`src/rtl/multdiv_pkg.sv`:
```
// Shared types and constants for the iterative multiply/divide unit.
// Booth vs radix-2 multiply is chosen in pipe_multdiv by MULTDIV_BOOTH_EN.
package multdiv_pkg;

  typedef enum logic [1:0] {
    ST_IDLE = 2'd0,
    ST_MUL  = 2'd1,
    ST_DIV  = 2'd2,
    ST_DONE = 2'd3
  } state_e;

  localparam int N_MUL_RADIX2 = 32;
  localparam int N_MUL_BOOTH  = 16;
  localparam int DIV_ITERS    = 32;
  localparam int CNT_W        = 6;

  localparam logic [4:0] OP_MUL = 5'b00110;
  localparam logic [4:0] OP_DIV = 5'b00111;

  // 0x80000000 maps to 2^31, which is the correct unsigned magnitude.
  function automatic logic [31:0] abs32(input logic [31:0] v);
    return v[31] ? 32'(-v) : v;
  endfunction

endpackage

```
`src/rtl/multdiv_booth_enc.sv`:
```
// Radix-4 modified Booth recoder: selects {0, +-1, +-2} * A from three multiplier bits.
// Instantiated only when MULTDIV_BOOTH_EN is defined.
module multdiv_booth_enc (
  input  logic [2:0]  bits_i,
  input  logic [31:0] a_i,
  output logic [33:0] pp_o
);

  logic [33:0] a_ext;

  assign a_ext = {{2{a_i[31]}}, a_i};

  always_comb begin
    pp_o = '0;
    case (bits_i)
      3'b001, 3'b010: pp_o = a_ext;
      3'b011:         pp_o = a_ext << 1;
      3'b100:         pp_o = -(a_ext << 1);
      3'b101, 3'b110: pp_o = -a_ext;
      default:        pp_o = '0;
    endcase
  end

endmodule

```
`src/rtl/pipe_multdiv.sv`:
```
// Iterative signed 32-bit multiply/divide with one shared 64-bit accumulator.
// Define MULTDIV_BOOTH_EN for radix-4 Booth multiply (16 iterations); default is radix-2 (32).
module pipe_multdiv
  import multdiv_pkg::*;
#(
  parameter int TAG_W = 5
) (
  input  logic             clock,
  input  logic             reset,
  input  logic [31:0]      data_operandA,
  input  logic [31:0]      data_operandB,
  input  logic             ctrl_MULT,
  input  logic             ctrl_DIV,
  input  logic [TAG_W-1:0] in_tag,
  output logic [31:0]      data_result,
  output logic             data_exception,
  output logic             data_resultRDY,
  output logic             busy,
  output logic [TAG_W-1:0] out_tag
);

`ifdef MULTDIV_BOOTH_EN
  localparam int N_MUL = N_MUL_BOOTH;
`else
  localparam int N_MUL = N_MUL_RADIX2;
`endif

  state_e             state_q, state_d;
  logic [CNT_W-1:0]   cnt_q, cnt_d;
  logic [63:0]        acc_q, acc_d;
  logic [31:0]        a_q, a_d, b_q, b_d;
  logic [TAG_W-1:0]   tag_q, tag_d, out_tag_q, out_tag_d;
  logic [31:0]        result_q, result_d;
  logic               exc_q, exc_d;

  logic [63:0]        mul_next, div_next;
  logic [63:0]        div_shift;
  logic [32:0]        div_diff;
  logic [31:0]        b_mag;
  logic [32:0]        prod_top;
  logic               last_iter;

  assign last_iter = (cnt_q == CNT_W'(1));

`ifdef MULTDIV_BOOTH_EN
  logic        booth_q, booth_d;
  logic [33:0] booth_pp;
  logic [33:0] booth_sum;

  multdiv_booth_enc u_booth_enc (
    .bits_i ({acc_q[1:0], booth_q}),
    .a_i    (a_q),
    .pp_o   (booth_pp)
  );

  assign booth_sum = {{2{acc_q[63]}}, acc_q[63:32]} + booth_pp;
  assign mul_next  = {booth_sum, acc_q[31:2]};
`else
  logic [32:0] mul_hi, mul_a, mul_sum;

  // The multiplier MSB carries weight -2^31, so the final step subtracts.
  always_comb begin
    mul_hi = {acc_q[63], acc_q[63:32]};
    mul_a  = {a_q[31], a_q};
    if (!acc_q[0])
      mul_sum = mul_hi;
    else if (last_iter)
      mul_sum = mul_hi - mul_a;
    else
      mul_sum = mul_hi + mul_a;
  end

  assign mul_next = {mul_sum, acc_q[31:1]};
`endif

  assign prod_top  = mul_next[63:31];
  assign b_mag     = abs32(b_q);
  assign div_shift = {acc_q[62:0], 1'b0};
  assign div_diff  = {1'b0, div_shift[63:32]} - {1'b0, b_mag};
  assign div_next  = div_diff[32] ? div_shift : {div_diff[31:0], div_shift[31:1], 1'b1};

  always_comb begin
    state_d   = state_q;
    cnt_d     = cnt_q;
    acc_d     = acc_q;
    a_d       = a_q;
    b_d       = b_q;
    tag_d     = tag_q;
    out_tag_d = out_tag_q;
    result_d  = result_q;
    exc_d     = exc_q;
`ifdef MULTDIV_BOOTH_EN
    booth_d   = booth_q;
`endif
    case (state_q)
      ST_IDLE: begin
        if (ctrl_MULT) begin
          a_d     = data_operandA;
          b_d     = data_operandB;
          tag_d   = in_tag;
          acc_d   = {32'b0, data_operandB};
          cnt_d   = CNT_W'(N_MUL);
          state_d = ST_MUL;
`ifdef MULTDIV_BOOTH_EN
          booth_d = 1'b0;
`endif
        end else if (ctrl_DIV) begin
          a_d     = data_operandA;
          b_d     = data_operandB;
          tag_d   = in_tag;
          acc_d   = {32'b0, abs32(data_operandA)};
          cnt_d   = CNT_W'(DIV_ITERS);
          state_d = ST_DIV;
        end
      end
      ST_MUL: begin
        acc_d = mul_next;
        cnt_d = cnt_q - CNT_W'(1);
`ifdef MULTDIV_BOOTH_EN
        booth_d = acc_q[1];
`endif
        if (last_iter) begin
          state_d   = ST_DONE;
          out_tag_d = tag_q;
          result_d  = mul_next[31:0];
          exc_d     = !((&prod_top) || (~|prod_top));
        end
      end
      ST_DIV: begin
        acc_d = div_next;
        cnt_d = cnt_q - CNT_W'(1);
        if (last_iter) begin
          state_d   = ST_DONE;
          out_tag_d = tag_q;
          if (b_q == 32'd0) begin
            result_d = 32'd0;
            exc_d    = 1'b1;
          end else if (a_q == 32'h8000_0000 && b_q == 32'hFFFF_FFFF) begin
            result_d = 32'h8000_0000;
            exc_d    = 1'b1;
          end else begin
            result_d = (a_q[31] ^ b_q[31]) ? 32'(-div_next[31:0]) : div_next[31:0];
            exc_d    = 1'b0;
          end
        end
      end
      ST_DONE: state_d = ST_IDLE;
      default: state_d = ST_IDLE;
    endcase
  end

  always_ff @(posedge clock) begin
    if (reset) begin
      state_q   <= ST_IDLE;
      cnt_q     <= '0;
      acc_q     <= '0;
      a_q       <= '0;
      b_q       <= '0;
      tag_q     <= '0;
      out_tag_q <= '0;
      result_q  <= '0;
      exc_q     <= 1'b0;
`ifdef MULTDIV_BOOTH_EN
      booth_q   <= 1'b0;
`endif
    end else begin
      state_q   <= state_d;
      cnt_q     <= cnt_d;
      acc_q     <= acc_d;
      a_q       <= a_d;
      b_q       <= b_d;
      tag_q     <= tag_d;
      out_tag_q <= out_tag_d;
      result_q  <= result_d;
      exc_q     <= exc_d;
`ifdef MULTDIV_BOOTH_EN
      booth_q   <= booth_d;
`endif
    end
  end

  assign data_result    = result_q;
  assign data_exception = exc_q;
  assign data_resultRDY = (state_q == ST_DONE);
  assign busy           = (state_q != ST_IDLE);
  assign out_tag        = out_tag_q;

endmodule
```
`config.mk`:
```
export PLATFORM = sky130hd
export DESIGN_NAME = pipe_multdiv
export DESIGN_NICKNAME = d
export VERILOG_FILES = /design/src/rtl/multdiv_pkg.sv /design/src/rtl/multdiv_booth_enc.sv /design/src/rtl/pipe_multdiv.sv
export SDC_FILE = /design/constraint.sdc
export NUM_CORES = 1
export LEC_CHECK = 0
export ABC_AREA = 1
export CORE_AREA = 10 10 192 194
export CTS_CLUSTER_DIAMETER = 150
export DETAILED_ROUTE_END_ITERATION = 16
export DIE_AREA = 0 0 202 204
export PLACE_DENSITY = 0.75
export SYNTH_ARGS = -nofsm -noshare
export SYNTH_HDL_FRONTEND = slang
export SYNTH_HIERARCHICAL = 1
export SYNTH_SLANG_ARGS = --single-unit
```
`constraint.sdc`:
```
create_clock -name clock -period 15.05 [get_ports clock]
set_clock_uncertainty 0.2 [all_clocks]
set_input_delay 4.515 -clock clock [delete_from_list [all_inputs] [get_ports clock]]
set_output_delay 4.515 -clock clock [all_outputs]
set_load 0.02 [all_outputs]
```
==> out/qor.tcl <==
set qor(outcome) {completed}
set qor(register_cell_area_after_layout_um2) 3580
set qor(critPathKind) {primary input to flip-flop}
set qor(cts_tree) {yes}
set qor(synthesis.area_per_instance_um2) 5.91
set qor(detail_route.vias_per_cell) 5.68
set qor(worst_setup_start_kind) {primary input}
set qor(die-area_um2) 41200
set qor(detailedPlacementHpwl_mm) 49.3
set qor(antenna_found_initial) 0
set qor(ys_async_sr_fraction_pct) 0
set qor(clk_root_buffer_cell) {sky130_fd_sc_hd__clkbuf_16}
set qor(grt_first_pass_wirelength_mm) 95.8
set qor(setup_violations) 0
set qor(cts-buffers-inserted) 17
set qor(postRouteWirelength_mm) 62.2
set qor(insertion_delay_ps) 460
set qor(die-height_um) 204
set qor(cpPeakStageDelay_ps) 660
set qor(htree_num_levels) 4
set qor(critPathSlowestCell) {sky130_fd_sc_hd__buf_4}
set qor(final_layout_size_suffix_gt1_share_pct) 4.26
set qor(worstPathRequired_ps) 15230
set qor(first_global_vias) 17341
set qor(floorplan.initialDensity_pct) 49.5
set qor(syn-num-nets) 2919
set qor(floorplan.die.width_um) 202
set qor(multi_input_area_um2) 11000
set qor(initialDrtViolationCount) 1823
set qor(placement.io_buffers) 112
set qor(antenna_cells) 0
set qor(postSynthRegisterBits) 179
set qor(drt_pre_antenna_iters) 6
set qor(postCtsSetupRepairBufs) 0
set qor(seq_area_frac_synth_pct) 21.9
set qor(core_area_um2) 33100
set qor(antenna_violating_nets_post_route) 0
set qor(vdd.ir_drop.worst_uv) 227
set qor(grt_util_all_layers_pct) 29.2
set qor(endpoint_kind) {flip-flop}
set qor(slew_viol_final) 0
set qor(std_cell_rows) 67
set qor(io-pin-count) 113
set qor(post-route-drc-count) 0
set qor(place.gp.congestion) 0.994
set qor(timing.fmax_mhz) 135
set qor(clock_path_buffers) 2
set qor(maxCapViolations) 0
set qor(post-layout-total-power_mw) 3.36
set qor(cpMostUsedCell) {sky130_fd_sc_hd__buf_4}
set qor(num_vias) 18537
set qor(setup-tns-final_ps) 0
set qor(slew_headroom_pct) 23.2
set qor(largest_net_degree_at_the_start_of_global_routing) 106
set qor(synth-main-ff-cell) {sky130_fd_sc_hd__dfxtp_1}
set qor(cell_count_after_synthesis) 2769
set qor(holdBufCountCts) 0
set qor(yosysWarningCount) 6
set qor(clock_sinks) 179
set qor(synth_enable_flop_cells) 0
set qor(cts_repair_resize_count) 0
set qor(critPathMaxFanout) 105
set qor(hold_violations) 0
set qor(grt.overflow.total) 0
set qor(power.static_leakage_nw) 8.32
set qor(syn-cell-area_um2) 16400
set qor(num-nets-final) 2952
set qor(cts.reportedPaths.clkPinSlew_ps) 80
set qor(routedWlPerCell_um) 19.1
set qor(area_delta_synth_final_pct) 11.9
set qor(finalCriticalPeriod_ps) 7410
set qor(period_share_pct) 49.2
set qor(final.fill_count) 3410
set qor(min-delay-path-class) {flip-flop to flip-flop}
set qor(crit_path_cell_trace) {clkdlybuf4s50_1 -> buf_4 -> or2_2 -> nand2_2 -> buf_4 -> clkinv_1 -> buf_4 -> nor2_1 -> inv_1 -> nand3_1 -> inv_1 -> nand2_1 -> o21ai_0 -> a31oi_1}
set qor(worst_slew_pin_slew_ps) 1150
set qor(power_density_nw_per_um2) 184
set qor(synth_cell_type_count) 59
set qor(cp_data_arrival_time_ps) 7580
set qor(unrepaired_setup_endpoints_after_global_routing) {false}
[registers in the layout (all words and copies together) (netlist names)]
register,flops
cnt_q,6
data_exception,1
data_result,32
tag_q,5
acc_q,64
state_q,2
out_tag,5
b_q,32
a_q,32
[critical path, delay by kind of cell]
kind / cells / cell delay, ps
AOI/OAI and AO/OA: 2 / 220
buffers and inverters: 7 / 1910
and+or+nand+nor: 5 / 840
[layout make-up]
type | count | share of cell area [%]
flip-flops and latches | 179 | 19.6
clock buffers | 18 | 2.34
multi-input cells | 2107 | 59.8
inverters | 368 | 7.54
well taps | 448 | 3.06
repair buffers | 129 | 6.79
clock inverters | 14 | 0.908
[logic make-up after synthesis]
kind of cell,after synthesis,share of synthesized area [%]
AND/OR/NAND/NOR,1239,32.4
AO/OA/AOI/OAI,678,22.5
buffers and inverters,483,11.3
flip-flops,179,21.9
XOR/XNOR,113,6.04
adder cells (fa/ha/maj),77,5.97
[placed cells by master (no fill, tap or decap), types with 5 or more instances in the layout]
cell / synthesis / final
sky130_fd_sc_hd__a31oi_1: 6 / 6
sky130_fd_sc_hd__o211ai_1: 20 / 20
sky130_fd_sc_hd__nor3_2: 11 / 11
sky130_fd_sc_hd__xor2_1: 96 / 96
sky130_fd_sc_hd__or2_2: 12 / 12
sky130_fd_sc_hd__nand3b_1: 9 / 9
sky130_fd_sc_hd__o21ai_2: 5 / 5
sky130_fd_sc_hd__nor3_1: 19 / 19
sky130_fd_sc_hd__nand4_1: 26 / 26
sky130_fd_sc_hd__nand2_1: 686 / 685
sky130_fd_sc_hd__o22ai_1: 15 / 15
sky130_fd_sc_hd__nand2_2: 5 / 6
sky130_fd_sc_hd__nand3_1: 164 / 164
sky130_fd_sc_hd__nor2_2: 4 / 5
sky130_fd_sc_hd__xnor2_1: 17 / 17
sky130_fd_sc_hd__nand3_2: 6 / 6
sky130_fd_sc_hd__o21ai_0: 243 / 243
sky130_fd_sc_hd__a21o_1: 6 / 6
sky130_fd_sc_hd__inv_1: 357 / 355
sky130_fd_sc_hd__ha_1: 75 / 75
sky130_fd_sc_hd__nor2_1: 263 / 262
sky130_fd_sc_hd__o21bai_1: 9 / 9
sky130_fd_sc_hd__nor4_1: 16 / 16
sky130_fd_sc_hd__dfxtp_1: 179 / 178
sky130_fd_sc_hd__buf_4: 0 / 17
sky130_fd_sc_hd__clkbuf_16: 0 / 17
sky130_fd_sc_hd__o221ai_1: 19 / 19
sky130_fd_sc_hd__a21oi_1: 317 / 316
sky130_fd_sc_hd__o21ai_1: 15 / 15
sky130_fd_sc_hd__clkdlybuf4s50_1: 0 / 111
sky130_fd_sc_hd__a21oi_2: 5 / 6
sky130_fd_sc_hd__clkinv_4: 0 / 5
sky130_fd_sc_hd__inv_2: 8 / 10
[through the flow]
step	hold WS, ps	std cells	worst slack (ps)	util (%)	cell area (um2)
6_report	267	3263	7640	55.3	18300
4_1_cts	269	3263	7700	55.3	18300
3_5_place_dp	257	3231	7230	53.5	17700
3_3_place_gp	254	3231	7320	53.5	17700
2_1_floorplan	256	2769	8600	-	16400
5_1_grt	299	3263	7330	55.3	18300
[routing by layer]
| metal | vias to the layer above | global-route usage, % | routed length, um |
|---|---|---|---|
| li1 | 9140 | - | - |
| met3 | 154 | 4.68 | 4680 |
| met1 | 8458 | 36.6 | 26200 |
| met4 | 0 | 14.9 | 3280 |
| met2 | 785 | 47.5 | 28100 |
| met5 | - | 0 | 0 |
[synthesized netlist by cell type, types with 5 or more instances]
| master | n | area, um2 |
|---|---|---|
| sky130_fd_sc_hd__nand3_2 | 6 | 60.1 |
| sky130_fd_sc_hd__nor4_1 | 16 | 100 |
| sky130_fd_sc_hd__nand2_1 | 686 | 2570 |
| sky130_fd_sc_hd__xor2_1 | 96 | 841 |
| sky130_fd_sc_hd__a21oi_1 | 317 | 1590 |
| sky130_fd_sc_hd__nor3_1 | 19 | 95.1 |
| sky130_fd_sc_hd__xnor2_1 | 17 | 149 |
| sky130_fd_sc_hd__dfxtp_1 | 179 | 3580 |
| sky130_fd_sc_hd__o22ai_1 | 15 | 93.8 |
| sky130_fd_sc_hd__nor2_1 | 263 | 987 |
| sky130_fd_sc_hd__a21oi_2 | 5 | 43.8 |
| sky130_fd_sc_hd__o21ai_0 | 243 | 1220 |
| sky130_fd_sc_hd__o21ai_2 | 5 | 43.8 |
| sky130_fd_sc_hd__nor3_2 | 11 | 110 |
| sky130_fd_sc_hd__a21o_1 | 6 | 45.0 |
| sky130_fd_sc_hd__buf_1 | 8 | 30.0 |
| sky130_fd_sc_hd__o21bai_1 | 9 | 67.6 |
| sky130_fd_sc_hd__a31oi_1 | 6 | 37.5 |
| sky130_fd_sc_hd__nand3b_1 | 9 | 67.6 |
| sky130_fd_sc_hd__inv_2 | 8 | 30.0 |
| sky130_fd_sc_hd__buf_2 | 11 | 55.1 |
| sky130_fd_sc_hd__o211ai_1 | 20 | 150 |
| sky130_fd_sc_hd__or2_2 | 12 | 75.1 |
| sky130_fd_sc_hd__o21ai_1 | 15 | 75.1 |
| sky130_fd_sc_hd__nand4_1 | 26 | 163 |
| sky130_fd_sc_hd__inv_1 | 357 | 1340 |
| sky130_fd_sc_hd__ha_1 | 75 | 938 |
| sky130_fd_sc_hd__nand2_2 | 5 | 31.3 |
| sky130_fd_sc_hd__nand3_1 | 164 | 821 |
| sky130_fd_sc_hd__o221ai_1 | 19 | 166 |
| sky130_fd_sc_hd__clkbuf_1 | 93 | 349 |
[report_power, final]
group          internal (mW)  switching [mW]  total [mW]
clock network          0.237           0.227       0.465
registers              0.592           0.143       0.735
logic                  0.681            1.48        2.16
[final timing paths]
kind	cells past startpoint	to	slack (ps)	startpoint
setup / recovery	14	cnt_q[5]	7640	ctrl_MULT
hold / removal	2	data_result[8]	270	data_result[8]
setup reg to reg	34	data_result[30]	8730	b_q[0]
hold reg to reg	2	data_result[8]	270	data_result[8]
Power figures use the tool's default switching activity.
